==> src/rtl/traffic_light_multi.sv <==
// Round-robin traffic light controller for NUM_DIR approaches. It skips approaches
// that have no demand and supports a maintenance flashing-yellow mode.
module traffic_light_multi #(
  parameter int NUM_DIR  = 2,
  parameter int TICK_DIV = 100000000,
  parameter int GREEN_T  = 3,
  parameter int YELLOW_T = 1,
  parameter int ALLRED_T = 1,
  parameter int TW       = 8
) (
  input  logic                       clk,
  input  logic                       reset,
  input  logic                       en,
  input  logic                       sensor,
  input  logic [NUM_DIR-1:0]         demand,
  input  logic                       flash,
  output logic [NUM_DIR-1:0]         red,
  output logic [NUM_DIR-1:0]         yellow,
  output logic [NUM_DIR-1:0]         green,
  output logic [$clog2(NUM_DIR)-1:0] active_dir,
  output logic [TW-1:0]              remaining,
  output logic                       tick
);

  localparam int AW = $clog2(NUM_DIR);
  localparam int PW = (TICK_DIV > 1) ? $clog2(TICK_DIV) : 1;

  localparam logic [PW-1:0] PRE_MAX = PW'(TICK_DIV - 1);
  localparam logic [TW-1:0] G_LOAD  = TW'(GREEN_T);
  localparam logic [TW-1:0] Y_LOAD  = TW'(YELLOW_T);
  localparam logic [TW-1:0] AR_LOAD = TW'(ALLRED_T);

  typedef enum logic [1:0] {S_GREEN, S_YELLOW, S_ALLRED, S_FLASH} state_t;

  state_t        state, state_nxt;
  logic [AW-1:0] active_dir_nxt;
  logic [AW-1:0] next_dir, next_dir_nxt;
  logic [TW-1:0] remaining_nxt;
  logic          blink, blink_nxt;
  logic [PW-1:0] prescaler, prescaler_nxt, prescaler_step;

  logic          found;
  logic [AW-1:0] found_dir;
  logic [AW-1:0] cand;
  int            search_idx;

  logic [NUM_DIR-1:0] dir_mask;

  assign tick           = en && (prescaler == PRE_MAX);
  assign prescaler_step = (prescaler == PRE_MAX) ? '0 : prescaler + PW'(1);
  assign dir_mask       = NUM_DIR'(1) << active_dir;

  // Walk the search order backwards so that the nearest requesting approach wins.
  always_comb begin
    found      = 1'b0;
    found_dir  = '0;
    cand       = '0;
    search_idx = 0;
    for (int k = NUM_DIR - 1; k >= 1; k--) begin
      search_idx = int'(active_dir) + k;
      if (search_idx >= NUM_DIR) search_idx = search_idx - NUM_DIR;
      cand = AW'(search_idx);
      if (demand[cand]) begin
        found     = 1'b1;
        found_dir = cand;
      end
    end
  end

  always_comb begin
    // NOTE: each signal in this block gets a default value first, so no latches are inferred.
    state_nxt      = state;
    active_dir_nxt = active_dir;
    next_dir_nxt   = next_dir;
    remaining_nxt  = remaining;
    blink_nxt      = blink;
    prescaler_nxt  = prescaler;

    if (!sensor) begin
      state_nxt      = S_GREEN;
      active_dir_nxt = '0;
      next_dir_nxt   = '0;
      remaining_nxt  = G_LOAD;
      blink_nxt      = 1'b0;
      prescaler_nxt  = '0;
    end else if (flash) begin
      if (state != S_FLASH) begin
        state_nxt     = S_FLASH;
        blink_nxt     = 1'b0;
        remaining_nxt = '0;
        prescaler_nxt = '0;
      end else if (en) begin
        prescaler_nxt = prescaler_step;
        if (tick) blink_nxt = ~blink;
      end
    end else if (state == S_FLASH) begin
      // Leaving flash mode behaves like the end of a yellow phase that leads back to approach 0.
      next_dir_nxt  = '0;
      blink_nxt     = 1'b0;
      prescaler_nxt = '0;
      if (ALLRED_T != 0) begin
        state_nxt     = S_ALLRED;
        remaining_nxt = AR_LOAD;
      end else begin
        state_nxt      = S_GREEN;
        active_dir_nxt = '0;
        remaining_nxt  = G_LOAD;
      end
    end else if (en) begin
      prescaler_nxt = prescaler_step;
      if (tick) begin
        if (remaining != TW'(1)) begin
          remaining_nxt = remaining - TW'(1);
        end else begin
          case (state)
            S_GREEN: begin
              if (found) begin
                next_dir_nxt  = found_dir;
                state_nxt     = S_YELLOW;
                remaining_nxt = Y_LOAD;
              end else begin
                remaining_nxt = G_LOAD;
              end
            end
            S_YELLOW: begin
              if (ALLRED_T != 0) begin
                state_nxt     = S_ALLRED;
                remaining_nxt = AR_LOAD;
              end else begin
                state_nxt      = S_GREEN;
                active_dir_nxt = next_dir;
                remaining_nxt  = G_LOAD;
              end
            end
            S_ALLRED: begin
              state_nxt      = S_GREEN;
              active_dir_nxt = next_dir;
              remaining_nxt  = G_LOAD;
            end
            default: ;
          endcase
        end
      end
    end
  end

  always_ff @(posedge clk) begin
    // NOTE: sequential state always uses non-blocking assignments, so all registers update together.
    if (reset) begin
      state      <= S_GREEN;
      active_dir <= '0;
      next_dir   <= '0;
      remaining  <= G_LOAD;
      blink      <= 1'b0;
      prescaler  <= '0;
    end else begin
      state      <= state_nxt;
      active_dir <= active_dir_nxt;
      next_dir   <= next_dir_nxt;
      remaining  <= remaining_nxt;
      blink      <= blink_nxt;
      prescaler  <= prescaler_nxt;
    end
  end

  always_comb begin
    red    = '0;
    yellow = '0;
    green  = '0;
    case (state)
      S_GREEN: begin
        green = dir_mask;
        red   = ~dir_mask;
      end
      S_YELLOW: begin
        yellow = dir_mask;
        red    = ~dir_mask;
      end
      S_ALLRED: red    = '1;
      S_FLASH:  yellow = {NUM_DIR{blink}};
      default: ;
    endcase
  end

endmodule

==> config.mk <==
export PLATFORM = sky130hd
export DESIGN_NAME = traffic_light_multi
export DESIGN_NICKNAME = d
export VERILOG_FILES = /design/src/rtl/traffic_light_multi.sv
export SDC_FILE = /design/constraint.sdc
export NUM_CORES = 1
export LEC_CHECK = 0
export CORE_AREA = 2 2 67 69
export CTS_BUF_LIST = sky130_fd_sc_hd__clkbuf_16
export DETAILED_ROUTE_END_ITERATION = 6
export DIE_AREA = 0 0 69 71
export GPL_ROUTABILITY_DRIVEN = 1
export HOLD_SLACK_MARGIN = 0.12
export PLACE_DENSITY_LB_ADDON = 0.3
export SETUP_SLACK_MARGIN = 0.2
export SLEW_MARGIN = 10
export SYNTH_ARGS = -nofsm -noshare
export SYNTH_HDL_FRONTEND = slang
export SYNTH_SLANG_ARGS = --single-unit
==> constraint.sdc <==
create_clock -name clk -period 2.6 [get_ports clk]
set_clock_uncertainty 0.2 [all_clocks]
set_input_delay 0.52 -clock clk [delete_from_list [all_inputs] [get_ports clk]]
set_output_delay 0.52 -clock clk [all_outputs]
set_load 0.01 [all_outputs]
# Word-level counts from Yosys, hierarchy flattened

Index checks and enable logic that the tools add are counted.
W data, S select, Z words.

Input port bits: 7
Word-level logic and storage cells: 89
Register bits after elaboration: 40
Output and inout bits: 16

Eq/ne operators: 12
$lt $le $gt $ge: 2
Reduce and logical (&&, ||, !) cells: 18
Shift operators: 1
Muxes and demuxes: 40
Bitwise logic cells: 6
Add/sub/neg operators: 4

Operators by type and width:

| kind                    | number |
|---|---|
| $mux W27                | 5 |
| $mux W8                 | 6 |
| $add A27 B1 Y27 const B | 1 |
| $eq A27 B27 Y1 const B  | 1 |
| $pmux W8 S3             | 1 |
| $mux W2                 | 9 |
| $reduce_and A6 Y1       | 3 |
| $mux W1                 | 16 |
| $reduce_bool A2 Y1      | 5 |
| $ne A8 B1 Y1 const B    | 1 |
| $pmux W2 S2             | 2 |
| $sub A8 B1 Y8 const B   | 1 |
| $pmux W2 S3             | 1 |
| $reduce_bool A3 Y1      | 2 |
| $reduce_bool A6 Y1      | 1 |
| $not A1 Y1              | 5 |
| $reduce_bool A5 Y1      | 1 |
| $eq A2 B2 Y1 const B    | 2 |
| $ne A2 B2 Y1 const B    | 2 |
| $ne A4 B4 Y1 const B    | 1 |
| $reduce_and A4 Y1       | 1 |
| $reduce_or A2 Y1        | 2 |
| $ne A3 B1 Y1 const B    | 1 |
| $ne A3 B2 Y1 const B    | 1 |
| other kinds (12)        | 12 |

# Depth between registers and ports, before layout

Word-level depth: 13
Depth in mapped cells: 8
Gate-level depth less buffers: 7

# Least setup slack after synthesis

Ideal clock, no wire load.

Kind: reg-to-reg
From: reg state[0]
To: reg remaining[1]
Arrival time: 2.020 ns
Stages on the path, launching flop included: 8
Buffers on the path: 1
Library setup time: 0.122 ns
Clock period less this slack: 2.343 ns
Required time: 2.278 ns
Path slack: 0.257 ns
Cell sequence: dfxtp_1 > inv_1 > ha_1 > or4_4 > o31ai_4 > buf_4 > nor2_1 > a311o_1

Word-level cells in the longest chain between the ends: 7
Elaborated cells on any way between the ends: 16
Classes of those cells: eq/ne: 5; mux: 6; reduce/logical: 5

Ends and longest elaborated chain:

| item                                       | line | RTL |
|---|---|---|
| from (decl)                                | 35   | `state_t state, state_nxt;` |
| from (signal assigned)                     | 157  | `state <= state_nxt;` |
| $eq A2 B2 Y1, or another cell as far along | 115  | `case (state)` |
| $pmux W8 S3                                | 115  |  |
| $mux W8                                    | 112  | `if (remaining != TW'(1)) begin` |
| $mux W8                                    | 111  | `if (tick) begin` |
| $mux W8                                    | 109  | `end else if (en) begin` |
| $mux W8                                    | 96   | `end else if (state == S_FLASH) begin` |
| $mux W8                                    | 86   | `end else if (flash) begin` |
| to (signal assigned)                       | 160  | `remaining <= remaining_nxt;` |
| to (decl)                                  | 21   | `output logic [TW-1:0] remaining,` |

Several ways; a longest one is shown, not always the timed one. The select of a mux whose other input is x is not followed.
A chain may end at the register's enable or synchronous reset.

# Worst setup path in the final report

From: in en
To: reg state[1]

Word-level cells in the longest chain between the ends: 3
Elaborated cells on any way between the ends: 4
Classes of those cells: reduce/logical: 4

Ends and longest elaborated chain:

| item                                 | line | RTL |
|---|---|---|
| from (decl)                          | 13   | `input logic en,` |
| $logic_and A1 B1 Y1                  | 49   | `assign tick = en && (prescaler == PRE_MAX);` |
| $reduce_bool A3 Y1 (no source line)  | -    |  |
| $reduce_and A6 Y1 (no source line) * | -    |  |

Mark *: on every way between the ends. The rest lies on a longest branch, timed or not.

==> metrics.yaml <==
timing_worst_slew_pin_value_ns: 0.461
route.antenna.remaining_nets: 0
groute.usage.overall_pct: 19.6
yosys_register_bits: 40
top_layer: "met4"
chipWidth_um: 69
finalWorstSetupSlack_ns: 0.225
numPlacedInstances: 346
worstPathMaxFanout: 4
synth.avg_cell_area_um2: 8.69
postSynthCellCount: 259
areaGrowthSynthToFinish_pct: 30.3
tritoncts: "built"
rsz_0062_raised_after_global_routing: "yes"
r2r-start: "state[0]$_SDFFE_PP0P_"
synth-edff-count: 0
power.leakage_nw: 1.10
boundaryPins: 23
initial_utilization_pct: 53.5
stdcell_area_um2: 2930
grt_antenna_before_repair: 0
regToRegSetupSlack_ns: 0.27
initial_detailed_routing_violation_count: 123
row_count: 24
detail_route.wl_per_cell_um: 13.0
hpwlAfterDp_mm: 3.30
placement.cell_area_um2: 2660
max_clock_freq_mhz: 421
mostFrequentLayoutCells: "sky130_fd_sc_hd__nor2_1, sky130_fd_sc_hd__dfxtp_1, sky130_fd_sc_hd__buf_4, sky130_fd_sc_hd__nand2_1, sky130_fd_sc_hd__clkdlybuf4s50_1"
design.core.area_um2: 4200
worst_setup_path_start_kind: "input port"
hp-class: "flip-flop to flip-flop"
filler_cell_count: 343
post-route-period-util_pct: 91.4
seqCellArea_um2: 810
setup_viol: 0
synth_flop_cell: "sky130_fd_sc_hd__dfxtp_1"
crit_slowest_cell: "sky130_fd_sc_hd__clkdlybuf4s50_1"
multi_input_area_um2: 1390
grt_pass1_wl_mm: 8.00
crit_type: "input port to flip-flop"
crit_path_cell_trace: "clkdlybuf4s50_1 -> nand4_2 -> nor3b_4 -> buf_4 -> buf_4 -> nand3_2 -> buf_4 -> a21bo_2 -> o221a_2"
finalWirelength_mm: 4.66
num_vias: 1987
timing.max_slew.rel_slack_pct: 69.2
drv_slew: 0
run_status: "complete, no violations"
worstRegToRegCells: 8
cp-startpoint: "en"
cts.clk_slew.worst_paths_ns: 0.06
crit_reg_reg_endpoint: "remaining[4]$_SDFFE_PP0P_"
grt_start_max_net_pins: 28
viasPerCell: 5.52
worst_ir_drop_vdd_mv: 0.362
power_density_nw_per_um2: 482
die-area_um2: 4900
cp_common_cell: "sky130_fd_sc_hd__buf_4"
drc: 0
place_congestion: 0.788
die_h_um: 71
wl_met3_um: 143
critPathCaptureType: "flip-flop"
htreeDepth: 2
timing.final.crit_period_ns: 2.38
grt_remaining_overflow: 0
synth_async_sr_flop_share_pct: 0
timing.max_cap.violations: 0
worstSkewPairLatency_ns: 0.27
drtPass1Iterations: 4
dp_slack_ns: -0.192
nNetsFinal: 322
finish.cell_count_without_fillers: 360
cts_hold_buffers: 0
place.port_buffers: 22
cts.root.buffer_cell: "sky130_fd_sc_hd__clkbuf_16"
synth_nets: 274
critical-path-max-stage-delay_ns: 0.49
worstSetupEndpoint: "state[1]$_SDFFE_PP0P_"
synth.lib_cells_used.distinct: 49
wl_met2_mm: 2.32
fraction_of_final_layout_cells_with_drive_strength_greater_than_1_pct: 22.4
met1Wirelength_mm: 2.15
number_of_antenna_diodes: 0
arrival_ns: 2.34
yosys_warnings: 0
grt_pass1_vias: 1857
synth_cell_area_um2: 2250
cts.sinks: 40
clock_tree.buffer_depth: 2
leading_cell_type_in_the_layout_fill_and_taps_excluded: "sky130_fd_sc_hd__nor2_1"
ys_seq_area_share_pct: 35.6
cp_data_required_time_ns: 2.56
cts_made_buffers: 5
report.final.hold_viol_count: 0
-- layer usage --
layer	global-route usage [%]	up-vias
met5	0	-
met3	4.13	6
li1	-	1011
met1	24.1	927
met2	34.5	43
met4	5.88	0
-- synth_stat cells (3+ instances only) --
library cell | n | area share [%]
sky130_fd_sc_hd__a211oi_1 | 7 | 2.3
sky130_fd_sc_hd__a21oi_1 | 9 | 2.0
sky130_fd_sc_hd__and2_1 | 3 | 0.83
sky130_fd_sc_hd__and3_1 | 3 | 0.83
sky130_fd_sc_hd__and4_1 | 3 | 1.2
sky130_fd_sc_hd__buf_2 | 5 | 1.1
sky130_fd_sc_hd__dfxtp_1 | 40 | 36
sky130_fd_sc_hd__ha_1 | 8 | 4.4
sky130_fd_sc_hd__inv_1 | 11 | 1.8
sky130_fd_sc_hd__mux2i_1 | 4 | 1.8
sky130_fd_sc_hd__nand2_1 | 19 | 3.2
sky130_fd_sc_hd__nand3_1 | 7 | 1.6
sky130_fd_sc_hd__nand4_1 | 9 | 2.5
sky130_fd_sc_hd__nor2_1 | 40 | 6.7
sky130_fd_sc_hd__nor2_2 | 3 | 0.83
sky130_fd_sc_hd__nor2b_1 | 3 | 0.83
sky130_fd_sc_hd__nor3_1 | 5 | 1.1
sky130_fd_sc_hd__o21ai_0 | 6 | 1.3
sky130_fd_sc_hd__o31ai_1 | 5 | 1.7
sky130_fd_sc_hd__or3_1 | 3 | 0.83
sky130_fd_sc_hd__or4_1 | 7 | 2.3
sky130_fd_sc_hd__or4_4 | 3 | 1.5
sky130_fd_sc_hd__xnor2_1 | 14 | 5.5
sky130_fd_sc_hd__xor2_1 | 12 | 4.7
-- layout make-up --
cell class / count / area share, %
Sequential cell: 40 / 27.6
Multi-Input combinational cell: 198 / 47.5
Tap cell: 52 / 2.22
Clock buffer: 5 / 4.27
Inverter: 11 / 1.41
Timing Repair Buffer: 51 / 15.6
Clock inverter: 3 / 1.45
-- cell families after synthesis --
group / Yosys count / synth area share [%]
multiplexers: 5 / 2.28
AND/OR/NAND/NOR: 125 / 32.2
XOR/XNOR: 26 / 10.1
AO/OA/AOI/OAI: 34 / 10.9
adder cells (fa/ha/maj): 8 / 4.45
flip-flops: 40 / 35.6
buffers and inverters: 21 / 4.45
-- where the power goes --
| part | internal (W) | leakage (nW) | total (W) | switching (W) |
|---|---|---|---|---|
| sequential | 0.000616 | 0.324 | 0.000621 | 0.00000538 |
| combinational | 0.0000538 | 0.694 | 0.000105 | 0.0000513 |
| clock | 0.000450 | 0.0798 | 0.000686 | 0.000235 |
-- worst min path at each step --
stage               cells after the start                   endpoint  slack, ns                       from
floorplan                               2         blink$_SDFFE_PP0P_       0.26         blink$_SDFFE_PP0P_
global placement                        2         blink$_SDFFE_PP0P_       0.29         blink$_SDFFE_PP0P_
detailed placement                      2         blink$_SDFFE_PP0P_       0.30         blink$_SDFFE_PP0P_
CTS                                     2         blink$_SDFFE_PP0P_       0.31         blink$_SDFFE_PP0P_
global route                            2  remaining[7]$_SDFFE_PP0P_       0.34  remaining[7]$_SDFFE_PP0P_
finish                                  2         blink$_SDFFE_PP0P_       0.30         blink$_SDFFE_PP0P_
-- through the flow --
stage,utilization [%],power (W),TNS [ns],hold slack [ns]
floorplan,-,0.000690,0,0.263
global placement,63.3,0.000730,-1.94,0.288
detailed placement,63.3,0.000731,-1.93,0.298
CTS,68.4,0.00142,0,0.307
global route,69.7,0.00147,0,0.338
finish,69.7,0.00141,0,0.303
-- flip-flops by register name, summed over array words and instances (netlist names) --
register / cells
next_dir: 1
remaining: 8
state: 2
active_dir: 1
prescaler: 27
blink: 1
-- critical path, delay by kind of cell --
family | cells | cell delay [ns]
AO/OA/AOI/OAI | 2 | 0.45
AND/OR/NAND/NOR | 3 | 0.44
buffers and inverters | 4 | 0.93
-- repair_timing --
item / in CTS / in global routing
pin swaps: 4 / 4
endpoints found under the setup margin: 17 / 15
setup buffers: 3 / 2
gates resized for setup: 12 / 13
cloned: 1 / 0
hold endpoints to repair: 0 / 0
No activity file was read; power rests on OpenSTA's default activity.
